[config.mk]
export PLATFORM = sky130hd
export DESIGN_NAME = imm_extend_pipe
export DESIGN_NICKNAME = d
export VERILOG_FILES = /design/src/rtl/imm_extend_pipe.sv
export SDC_FILE = /design/constraint.sdc
export NUM_CORES = 1
export LEC_CHECK = 0
export CAP_MARGIN = 0
export CELL_PAD_IN_SITES_DETAIL_PLACEMENT = 1
export CELL_PAD_IN_SITES_GLOBAL_PLACEMENT = 1
export CORE_UTILIZATION = 24
export CTS_CLUSTER_DIAMETER = 150
export CTS_CLUSTER_SIZE = 40
export DETAILED_ROUTE_END_ITERATION = 12
export HOLD_SLACK_MARGIN = 0.15
export PLACE_DENSITY_LB_ADDON = 0.1
export SYNTH_ARGS = -nofsm -noshare
export SYNTH_HDL_FRONTEND = slang
export SYNTH_SLANG_ARGS = --single-unit
[constraint.sdc]
create_clock -name clk -period 1.76 [get_ports clk]
set_input_delay 0.352 -clock clk [delete_from_list [all_inputs] [get_ports clk]]
set_output_delay 0.352 -clock clk [all_outputs]
set_load 0.05 [all_outputs]
[src/rtl/imm_extend_pipe.sv]
// -----------------------------------------------------------------------------
// imm_extend_pipe
//
// Pipelined immediate-generation stage. Widens an IN_W-bit immediate to OUT_W
// bits (sign / zero / upper / branch-offset) and passes the result through a
// valid/ready stage built from an output register plus one skid register, so
// it sustains one result per cycle without a combinational ready path.
//
// Ports:
//   clk        rising-edge clock
//   rst_n      asynchronous active-low reset
//   in_valid   upstream holds a valid immediate
//   in_ready   stage can accept this cycle (decoded from state only)
//   in_imm     raw immediate, IN_W bits
//   in_mode    00 sign, 01 zero, 10 upper, 11 branch
//   out_valid  out_data holds a valid result (decoded from state only)
//   out_ready  downstream accepts this cycle
//   out_data   extended immediate, OUT_W bits
// -----------------------------------------------------------------------------
module imm_extend_pipe #(
    parameter int IN_W  = 16,
    parameter int OUT_W = 32
) (
    input  logic             clk,
    input  logic             rst_n,
    input  logic             in_valid,
    output logic             in_ready,
    input  logic [IN_W-1:0]  in_imm,
    input  logic [1:0]       in_mode,
    output logic             out_valid,
    input  logic             out_ready,
    output logic [OUT_W-1:0] out_data
);

    typedef enum logic [1:0] {
        EMPTY = 2'b00,
        BUSY  = 2'b01,
        FULL  = 2'b10
    } state_t;

    typedef enum logic [1:0] {
        MODE_SIGN   = 2'b00,
        MODE_ZERO   = 2'b01,
        MODE_UPPER  = 2'b10,
        MODE_BRANCH = 2'b11
    } mode_t;

    state_t           state_q, state_d;
    logic [OUT_W-1:0] out_data_q, out_data_d;
    logic [OUT_W-1:0] skid_q, skid_d;

    logic [OUT_W-1:0] sext;
    logic [OUT_W-1:0] ext;
    logic             in_xfer;
    logic             out_xfer;

    // Handshake flags come from the state register alone, so neither
    // out_ready nor in_valid reaches an output combinationally.
    assign in_ready  = (state_q != FULL);
    assign out_valid = (state_q != EMPTY);
    assign out_data  = out_data_q;

    assign in_xfer  = in_valid && in_ready;
    assign out_xfer = out_valid && out_ready;

    // Extension is done on the input side so both storage registers only
    // ever hold finished results; in_mode is therefore sampled at acceptance.
    assign sext = {{(OUT_W-IN_W){in_imm[IN_W-1]}}, in_imm};

    always_comb begin
        // NOTE: every always_comb output gets a default first so no path
        // leaves it unassigned; that is what keeps a latch from being inferred.
        ext = sext;
        case (mode_t'(in_mode))
            MODE_SIGN:   ext = sext;
            MODE_ZERO:   ext = {{(OUT_W-IN_W){1'b0}}, in_imm};
            MODE_UPPER:  ext = {in_imm, {(OUT_W-IN_W){1'b0}}};
            MODE_BRANCH: ext = sext << 2;
            default:     ext = sext;
        endcase
    end

    always_comb begin
        state_d    = state_q;
        out_data_d = out_data_q;
        skid_d     = skid_q;
        case (state_q)
            EMPTY: begin
                if (in_xfer) begin
                    out_data_d = ext;
                    state_d    = BUSY;
                end
            end
            BUSY: begin
                if (in_xfer && out_xfer) begin
                    // Old result leaves and the new one replaces it on the same edge.
                    out_data_d = ext;
                end else if (in_xfer) begin
                    skid_d  = ext;
                    state_d = FULL;
                end else if (out_xfer) begin
                    state_d = EMPTY;
                end
            end
            FULL: begin
                if (out_xfer) begin
                    out_data_d = skid_q;
                    state_d    = BUSY;
                end
            end
            default: state_d = EMPTY;
        endcase
    end

    // NOTE: sequential state uses non-blocking assignments so every flop
    // samples its _d value from before the edge, independent of statement order.
    always_ff @(posedge clk or negedge rst_n) begin
        if (!rst_n) begin
            state_q    <= EMPTY;
            out_data_q <= '0;
            skid_q     <= '0;
        end else begin
            state_q    <= state_d;
            out_data_q <= out_data_d;
            skid_q     <= skid_d;
        end
    end

endmodule

## Word-level counts from Yosys, hierarchy flattened

Index checks and enable logic that the tools add are counted.

| cells by class | value |
|---|---|
| equal/unequal tests | 11 |
| mux-type cells | 11 |
| bitwise logic cells | 1 |
| reduce and logical (&&, ||, !) cells | 10 |

Operator list:

| cell | count |
|---|---|
| 32-bit one-hot mux with 4 select lines | 1 |
| 32-bit 2-to-1 mux | 3 |
| 32-bit one-hot mux with 3 select lines | 1 |
| 2-bit 2-to-1 mux | 5 |
| 2-bit inequality test (second input constant) | 5 |
| 4-bit AND reduction | 2 |
| 2-bit equality test (second input constant) | 3 |
| 2-bit one-hot mux with 3 select lines | 1 |
| 2-bit by 1-bit equality test with 1-bit output (second input constant) | 2 |
| 2-bit logical NOT | 2 |
| 1-bit logical AND | 3 |
| 3-bit inequality test (second input constant) | 1 |
| 3-bit AND reduction | 1 |
| 3-bit nonzero test | 1 |
| 2-bit nonzero test | 1 |
| 1-bit inverter | 1 |

| word-level totals | value |
|---|---|
| register bits | 66 |
| input bits | 22 |
| logic and storage cells | 36 |

## Depth between registers and ports, before layout

Gate-level depths: netlist of run 1.

| logic depth | value |
|---|---|
| depth after elaboration | 6 |
| gate-level depth with buffers | 6 |

## Worst setup path after synthesis of run 1

No wires, ideal clock.

| timing path | value |
|---|---|
| path type | register to output |
| start | reg state_q[1] |
| end | out in_ready |
| data arrival time | 1.077 ns |
| path slack | 0.331 ns |
| cell stages (with the launch flop) | 5 |
| cell sequence | dfrtp_1 -> buf_6 -> and2b_1 -> clkinv_1 -> buf_2 |

| on the way | value |
|---|---|
| cells in the longest elaborated chain, start to end | 1 |

RTL lines:

| item | line | text |
|---|---|---|
| from (decl) | 48 | `state_t state_q, state_d;` |
| from (signal assigned) | 123 | `state_q <= state_d;` |
| 2-bit inequality test | 59 | `assign in_ready = (state_q != FULL);` |
| to (decl) | 27 | `output logic in_ready,` |

Every way passes these cells.

## Final worst setup path of run 1

| timing path | value |
|---|---|
| start | reg state_q[0] |
| end | out out_valid |

| on the way | value |
|---|---|
| cells in the longest elaborated chain, start to end | 1 |

RTL lines:

| item | line | text |
|---|---|---|
| 2-bit nonzero test | 60 | `assign out_valid = (state_q != EMPTY);` |
| to (decl) | 30 | `output logic out_valid,` |

Every way passes these cells.

==> results.sh, run 1 <==
export IMPL_status="finished, final reports clean"
export IMPL_cp_slowest_cell="dfrtp_1"
export IMPL_whs_endpoint="skid_q[1]$_DFFE_PN0P_"
export IMPL_clkLatencyLatePin_ns=0.34
export IMPL_path_class="flip-flop to output port"
export IMPL_dieArea_um2=15400
export IMPL_combPwrFrac_pct=38.6
export IMPL_placed_area_um2=4480
export IMPL_hpwlAfterDp_um=8360
export IMPL_synth_fp_nets=400
export IMPL_drtPass1Iterations=4
export IMPL_r2r_end="out_data[12]$_DFFE_PN0P_"
export IMPL_rr_worst_depth=5
export IMPL_final_cell_area_um2=4820
export IMPL_ir_worst_vdd_mv=0.521
export IMPL_drive_gt1_share_pct=26.4
export IMPL_tritoncts="done"
export IMPL_grt_pass1_vias=3381
export IMPL_swShare_pct=39.4
export IMPL_antenna_cells=0
export IMPL_avgSynthCellArea_um2=9.45
export IMPL_tightestPinTransition_ns=0.405
export IMPL_wl_um=12600
export IMPL_yosysTopAreaCell="dfrtp_1"
export IMPL_via_per_inst=4.98
export IMPL_p_sw_mw=2.73
export IMPL_arrival_ns=1.36
export IMPL_min_period_ns=1.71
export IMPL_power_frac_seq_pct=33.9
export IMPL_critPathRequiredTime_ns=1.41
export IMPL_cts_buffers=9
export IMPL_hold_depth=2
export IMPL_synthTopCellsByArea="dfrtp_1, o211ai_1, a211oi_1"
export IMPL_final_nets=473
export IMPL_max_freq_ghz=0.584
export IMPL_synthCells=378
export IMPL_yosysSeqAreaShare_pct=46.2
export IMPL_cp_top_family="flip-flops"
export IMPL_grt_util_all_layers_pct=17.7
export IMPL_drv_cap=0
export IMPL_setup_tns_ns=0
export IMPL_numPortBuffers=55
export IMPL_critPathLaunchType="flip-flop"
export IMPL_grt_overflow=0
export IMPL_route_detailed_drc=0
export IMPL_core_area_um2=14500
export IMPL_slew_headroom_pct=73.0
export IMPL_area_growth_pct=34.9
export IMPL_finalCritPeriodShare_pct=97.2
export IMPL_final_cell_mix="buf_4, dfrtp_1, nand2_1"
export IMPL_grt_pass1_wl_um=19800
export IMPL_crit_top_cell="buf_4"
export IMPL_fillers=1663
export IMPL_fp_dieH_um=124
export IMPL_antenna_found_initial=0
export IMPL_hold_slack_ns=0.471
export IMPL_start_util_pct=24.6
export IMPL_r2r_setup_slack_ns=0.25
export IMPL_hp_class="flip-flop to flip-flop"
export IMPL_setup_viol=0
export IMPL_root_buffer="clkbuf_16"
export IMPL_slowest_delay_ns=0.40
export IMPL_worstPathCellList="buf_4 -> or2_2 -> buf_4"
export IMPL_clkTransAtPathRegs_ns=0.05
export IMPL_worstReg2RegStart="state_q[1]$_DFFE_PN0P_"
export IMPL_yosysWarningCount=0
export IMPL_pwr_density_cell_nw_per_um2=1440
export IMPL_wl_per_cell_um=19.8
export IMPL_slew_violations=0
export IMPL_skew_ns=0.00620
export IMPL_clk_path_buf_depth=2
export IMPL_netlist_area_leader_share_pct=46.2
export IMPL_final_common_cell="buf_4"
export IMPL_clkPwrFrac_pct=27.5
export IMPL_antenna_left=0
export IMPL_hold_violations=0
export IMPL_cp_end_kind="output port"
export IMPL_vias=3180
export IMPL_critical_path_buf_inv_count=2
export IMPL_ys_ff_latch=66
export IMPL_critPathMaxFanout=7
export IMPL_synth_cell_type_count=34
export IMPL_layout_cells_non_filler=639
export IMPL_placed_cells=621
export IMPL_die_w_um=124
export IMPL_p_leak_nw=2.07
export IMPL_cts_sinks=66
export IMPL_synth_area_um2=3570
export IMPL_htree_levels=3
export IMPL_min_delay_start="skid_q[1]$_DFFE_PN0P_"
export IMPL_row_count=44
export IMPL_grt_max_degree=67
export IMPL_routabilityCongestion=0.733
export IMPL_drt_iter0_drc=151
export IMPL_rsz0062_at_grt="false"
export IMPL_finish_utilization_pct=33.2
export IMPL_io_pin_count=56
export IMPL_p_int_mw=4.19
-- worst max path at each step --
stage | start | slack (ns) | cells past startpoint | end
2_1_floorplan | state_q[1]$_DFFE_PN0P_ | 0.33 | 4 | in_ready
3_3_place_gp | in_mode[0] | -0.24 | 5 | out_data[23]$_DFFE_PN0P_
3_5_place_dp | in_mode[0] | -0.23 | 5 | out_data[23]$_DFFE_PN0P_
4_1_cts | state_q[0]$_DFFE_PN0P_ | 0.02 | 4 | in_ready
5_1_grt | state_q[0]$_DFFE_PN0P_ | 0.003 | 4 | in_ready
6_report | state_q[0]$_DFFE_PN0P_ | 0.05 | 3 | out_valid
-- routing by layer --
| layer | vias up | GRT usage (%) | wire length (um) |
|---|---|---|---|
| met3 | 17 | 2.93 | 320 |
| li1 | 1535 | - | - |
| met1 | 1579 | 22.9 | 5990 |
| met5 | - | 0 | 0 |
| met4 | 0 | 7.37 | 260 |
| met2 | 49 | 29.0 | 6050 |
-- per-stage QoR --
stage | worst slack, ns | total power, mW
after detailed placement | -0.229 | 5.06
final | 0.0484 | 6.92
after floorplan | 0.331 | 4.06
after CTS | 0.0173 | 7.02
after global placement | -0.240 | 5.02
after global routing | 0.00259 | 7.33
-- state kept, by name, summed over array words and instances (netlist names) --
| name | flops |
|---|---|
| out_data | 32 |
| skid_q | 32 |
| state_q | 2 |
-- cell usage after synthesis, drive strengths merged --
cell type / instances
o22ai: 1
nand4bb: 1
dfrtp: 66
and2: 1
o21ai: 33
nor2: 29
clkinv: 1
mux2i: 1
nor4bb: 1
inv: 1
buf: 23
a211oi: 29
o31ai: 29
nand3b: 1
clkbuf: 19
a21boi: 1
a21oi: 29
nor3b: 1
nand2b: 2
mux2: 15
and2b: 1
and3b: 3
a31oi: 3
nor2b: 15
or2: 1
o21a: 1
nand3: 3
nand2: 35
o211ai: 32
-- power groups by stage --
stage	logic [mW]	clock network, mW	registers (mW)
CTS	2.72	1.95	2.35
detailed placement	2.69	0	2.38
floorplan	0.908	0	3.16
global route	2.90	2.02	2.42
finish	2.67	1.90	2.34
global placement	2.66	0	2.36
-- cells by family after synthesis --
kind of cell | count (synthesis) | share of synthesized area, %
AOI/OAI and AO/OA | 158 | 29.1
and+or+nand+nor | 94 | 12.8
DFF | 66 | 46.2
buffers and inverters | 44 | 6.90
muxes | 16 | 5.01
-- what timing repair did --
action,4_1_cts,5_1_grt
endpoints found under the setup margin,1,1
resized for setup,5,1
hold endpoints to repair,66,0
hold buffers,1,0
setup buffers,2,0
-- worst min-delay path, cell delays in order (launching register included) --
cell and delay (ns):
dfrtp_1 0.34, nand2_1 0.05, nand2_1 0.05
-- layout make-up --
cell class              instances  area (um^2)  share of cell area, %
clock buffers                  12          236                   4.91
clock inverters                 3         65.1                   1.35
inverters                       2         8.76                  0.182
multi-input cells             268         1680                   34.9
flip-flops and latches         66         1650                   34.3
well taps                     184          230                   4.78
repair buffers                104          942                   19.6
Note: power is estimated with default switching activity, not from simulation.
==> inputs of run 2 (changes only) <==
- CORE_MARGIN: unset -> 2
- clock period: 1.76 -> 2.2 ns (I/O delays scaled with it)
==> run 2 against run 1 <==
Against the previous run:
- routed wire length shrank 2.3%
- clock skew decreased by 0.00072 ns
- largest power group unchanged
- final area fell by 2.8%
- utilization is 0.92 points lower
- register-to-register slack gained 0.32 ns
- global-route usage shrank 1.6 points
- sequential power down 20%
- total power shrank 20%
- worst setup slack better by 0.011 ns
- worst hold slack worse by 0.0013 ns
- highest routed layer unchanged
- via count is 2.2% lower
==> results.sh, run 2 (synthesis results as in run 1) <==
export IMPL_io_pin_count=56
export IMPL_hp_class="flip-flop to flip-flop"
export IMPL_min_period_ns=2.14
export IMPL_wl_per_cell_um=20.0
export IMPL_setup_tns_ns=0
export IMPL_grt_pass1_vias=3214
export IMPL_max_freq_ghz=0.467
export IMPL_placed_cells=598
export IMPL_antenna_left=0
export IMPL_final_nets=448
export IMPL_htree_levels=3
export IMPL_dieArea_um2=15900
export IMPL_final_cell_area_um2=4680
export IMPL_tightestPinTransition_ns=0.520
export IMPL_critPathRequiredTime_ns=1.76
export IMPL_die_w_um=126
export IMPL_skew_ns=0.00548
export IMPL_drt_iter0_drc=207
export IMPL_final_common_cell="dfrtp_1"
export IMPL_critPathLaunchType="flip-flop"
export IMPL_grt_pass1_wl_um=19400
export IMPL_ir_worst_vdd_mv=0.456
export IMPL_wl_um=12300
export IMPL_grt_util_all_layers_pct=16.1
export IMPL_clkTransAtPathRegs_ns=0.06
export IMPL_drtPass1Iterations=4
export IMPL_tritoncts="done"
export IMPL_route_detailed_drc=0
export IMPL_hpwlAfterDp_um=7890
export IMPL_fp_dieH_um=126
export IMPL_row_count=44
export IMPL_final_setup_worst_slack_ns=0.0595
export IMPL_numPortBuffers=55
export IMPL_cts_setup_buffers=0
export IMPL_placed_area_um2=4370
export IMPL_critPathMaxFanout=3
export IMPL_pre_cts_slack_ns=0.195
export IMPL_finalCritPeriodShare_pct=97.3
export IMPL_cts_buffers=9
export IMPL_pwr_density_cell_nw_per_um2=1180
export IMPL_arrival_ns=1.70
export IMPL_setup_viol=0
export IMPL_vias=3111
export IMPL_clk_path_buf_depth=2
export IMPL_grt_overflow=0
export IMPL_slew_headroom_pct=65.2
export IMPL_cp_end_kind="output port"
export IMPL_finish_utilization_pct=32.2
export IMPL_hold_violations=0
export IMPL_via_per_inst=5.06
export IMPL_antenna_cells=0
export IMPL_status="finished, final reports clean"
export IMPL_routabilityCongestion=0.701
export IMPL_cts_sinks=66
export IMPL_antenna_found_initial=0
export IMPL_grt_max_degree=63
export IMPL_drv_cap=0
export IMPL_layout_cells_non_filler=615
export IMPL_final_cell_mix="dfrtp_1, clkdlybuf4s50_1, nand2_1"
export IMPL_clkLatencyLatePin_ns=0.34
export IMPL_start_util_pct=24.6
export IMPL_p_leak_nw=1.90
export IMPL_area_growth_pct=31.1
export IMPL_core_area_um2=14500
export IMPL_rsz0062_at_grt="false"
export IMPL_root_buffer="clkbuf_16"
export IMPL_slew_violations=0
export IMPL_path_class="flip-flop to output port"
export IMPL_drive_gt1_share_pct=14.2
## run 2: report_power, final
| part | internal, mW | switching (mW) | total [mW] |
|---|---|---|---|
| Clock | 0.939 | 0.550 | 1.49 |
| Combinational | 0.762 | 1.39 | 2.15 |
| Sequential | 1.63 | 0.238 | 1.87 |
## run 2: path summary, 6_finish.rpt
path                       depth (start not counted)  slack, ns                   start                        to
min reg2reg                                        2       0.47   skid_q[0]$_DFFE_PN0P_     skid_q[0]$_DFFE_PN0P_
max in group asynchronous                          3       0.97                   rst_n  out_data[10]$_DFFE_PN0P_
min in group asynchronous                          2       0.55                   rst_n    skid_q[24]$_DFFE_PN0P_
max                                                2       0.06  state_q[0]$_DFFE_PN0P_                 out_valid
max reg2reg                                        5       0.57  state_q[0]$_DFFE_PN0P_  out_data[15]$_DFFE_PN0P_
min                                                2       0.47   skid_q[0]$_DFFE_PN0P_     skid_q[0]$_DFFE_PN0P_
## run 2: per-stage QoR
step                      hold WS (ns)  total power [mW]
final                            0.470              5.51
after CTS                        0.476              5.59
after floorplan                  0.144              3.25
after global routing             0.503              5.82
after detailed placement         0.393              4.07
after global placement           0.396              4.04
## run 2: layer usage
| metal | wire length, um | GRT usage, % | share of wire, % |
|---|---|---|---|
| met1 | 5920 | 22.2 | 48 |
| met5 | 0 | 0 | 0 |
| met2 | 5730 | 25.0 | 46 |
| met4 | 220 | 6.21 | 1.8 |
| met3 | 454 | 3.06 | 3.7 |
## run 2: cell type report
cell class | count | area [um^2]
multi-input combinational | 268 | 1680
fill | 1684 | 9850
sequential | 66 | 1650
clock buffer | 14 | 264
clock inverter | 2 | 35.0
timing repair buffer | 79 | 813
inverter | 2 | 8.76
tap | 184 | 230
## run 2: critical path, cell delays in order, from the launching register on
cell	delay, ns
dfrtp_1	0.39
or2_2	0.27
clkdlybuf4s50_1	0.70
## run 2: what timing repair did
item                                   CTS  global route
setup endpoints to repair                1             0
hold buffers                             1             0
gates resized for setup                  1             0
endpoints found under the hold margin   13             0
==> inputs of run 3 (changes only) <==
- CAP_MARGIN: 0 -> 10
- DONT_BUFFER_PORTS: unset -> 1
- GPL_ROUTABILITY_DRIVEN: unset -> 1
==> run 3 against run 2 <==
Against the previous run:
- via count down 9.8%
- final area fell by 14%
- clock skew about the same
- maximum frequency up 16%
- largest cell class unchanged
- register-to-register slack better by 0.02 ns
==> results.sh, run 3 (synthesis results as in run 1) <==
export IMPL_drive_gt1_share_pct=14.2
export IMPL_io_pin_count=56
export IMPL_tritoncts="done"
export IMPL_grt_pass1_vias=3039
export IMPL_critPathRequiredTime_ns=1.76
export IMPL_status="finished, final reports clean"
export IMPL_placed_area_um2=3680
export IMPL_grt_max_degree=67
export IMPL_antenna_cells=0
export IMPL_wl_per_cell_um=21.6
export IMPL_layout_cells_non_filler=551
export IMPL_drtPass1Iterations=4
export IMPL_r2r_setup_slack_ns=0.59
export IMPL_clk_path_buf_depth=2
export IMPL_hold_slack_ns=0.209
export IMPL_route_detailed_drc=0
export IMPL_cp_top_family="flip-flops"
export IMPL_via_per_inst=5.09
export IMPL_slew_violations=0
export IMPL_antenna_found_initial=0
export IMPL_rsz0062_at_grt="false"
export IMPL_area_growth_pct=12.6
export IMPL_routabilityCongestion=0.696
export IMPL_pwr_density_cell_nw_per_um2=1240
export IMPL_fp_dieH_um=126
export IMPL_clkLatencyLatePin_ns=0.34
export IMPL_start_util_pct=24.6
export IMPL_final_cell_area_um2=4020
export IMPL_htree_levels=3
export IMPL_grt_pass1_wl_um=19300
export IMPL_multi_input_area_um2=1680
export IMPL_final_nets=384
export IMPL_p_total_mw=4.99
export IMPL_slew_headroom_pct=61.5
export IMPL_setup_tns_ns=0
export IMPL_die_w_um=126
export IMPL_cts_buffers=9
export IMPL_ir_worst_vdd_mv=0.392
export IMPL_critPathLaunchType="flip-flop"
export IMPL_clkTransAtPathRegs_ns=0.05
export IMPL_postCtsHoldBufs=2
export IMPL_cp_slowest_cell="dfrtp_1"
export IMPL_setup_viol=0
export IMPL_arrival_ns=1.41
export IMPL_seqCellArea_um2=1650
export IMPL_slowest_delay_ns=0.46
export IMPL_finish_utilization_pct=27.7
export IMPL_final_common_cell="dfrtp_1"
export IMPL_placed_cells=533
export IMPL_vias=2805
export IMPL_drt_iter0_drc=103
export IMPL_hp_class="primary input to flip-flop"
export IMPL_root_buffer="clkbuf_16"
export IMPL_max_freq_ghz=0.542
export IMPL_hpwlAfterDp_um=7690
export IMPL_worstPathCellList="and2b_1 -> clkinv_1 -> buf_4"
export IMPL_grt_util_all_layers_pct=16.0
export IMPL_drv_cap=0
export IMPL_skew_ns=0.00504
export IMPL_final_cell_mix="dfrtp_1, nand2_1, o21ai_0"
export IMPL_row_count=44
export IMPL_wl_um=11900
export IMPL_worstReg2RegStart="state_q[1]$_DFFE_PN0P_"
export IMPL_grt_overflow=0
export IMPL_cts_setup_buffers=0
export IMPL_cts_sinks=66
export IMPL_dieArea_um2=15900
export IMPL_finalCritPeriodShare_pct=83.9
export IMPL_numPortBuffers=0
export IMPL_pre_cts_slack_ns=0.596
export IMPL_hold_violations=0
export IMPL_p_leak_nw=1.63
export IMPL_startpoint="state_q[0]$_DFFE_PN0P_"
export IMPL_antenna_left=0
export IMPL_min_period_ns=1.85
export IMPL_final_setup_worst_slack_ns=0.354
export IMPL_tightestPinTransition_ns=0.570
export IMPL_path_class="flip-flop to output port"
export IMPL_cts_resized=0
export IMPL_core_area_um2=14500
export IMPL_fillers=1688
export IMPL_critPathMaxFanout=10
export IMPL_min_delay_start="out_ready"
export IMPL_critical_path_buf_inv_count=2
export IMPL_cp_end_kind="output port"
run 3: changes by cell type in the layout (fill, tap and decap cells not counted):
cell             change
buf_2                -1
clkdlybuf4s50_1     -53
buf_12               -6
clkinv_2             +1
clkinv_1             +1
clkinvlp_4           +1
buf_4                -5
clkbuf_1             -3
buf_16               +1
run 3: worst paths after layout:
path / endpoint / cells after the start
max in group asynchronous: out_data[12]$_DFFE_PN0P_ / 2
min: state_q[1]$_DFFE_PN0P_ / 1
min reg2reg: skid_q[1]$_DFFE_PN0P_ / 2
max: in_ready / 3
max reg2reg: out_data[16]$_DFFE_PN0P_ / 3
min in group asynchronous: skid_q[23]$_DFFE_PN0P_ / 2
run 3: layout make-up:
class / count / share of cell area [%]
tap: 184 / 5.72
multi-input combinational: 268 / 41.8
clock inverter: 5 / 1.31
sequential: 66 / 41.0
inverter: 2 / 0.187
timing repair buffer: 15 / 3.67
clock buffer: 11 / 6.28
run 3: layer usage:
layer,share of wire [%],vias up,track usage [%]
met5,0,-,0
met4,1.7,0,6.72
met3,4.0,10,3.95
met2,47,39,25.1
met1,47,1398,21.1
li1,-,1358,-
run 3: power breakdown:
| part | switching, mW | internal (mW) | total (mW) |
|---|---|---|---|
| registers | 0.988 | 1.61 | 2.60 |
| clock network | 0.564 | 0.933 | 1.50 |
| logic | 0.526 | 0.365 | 0.891 |
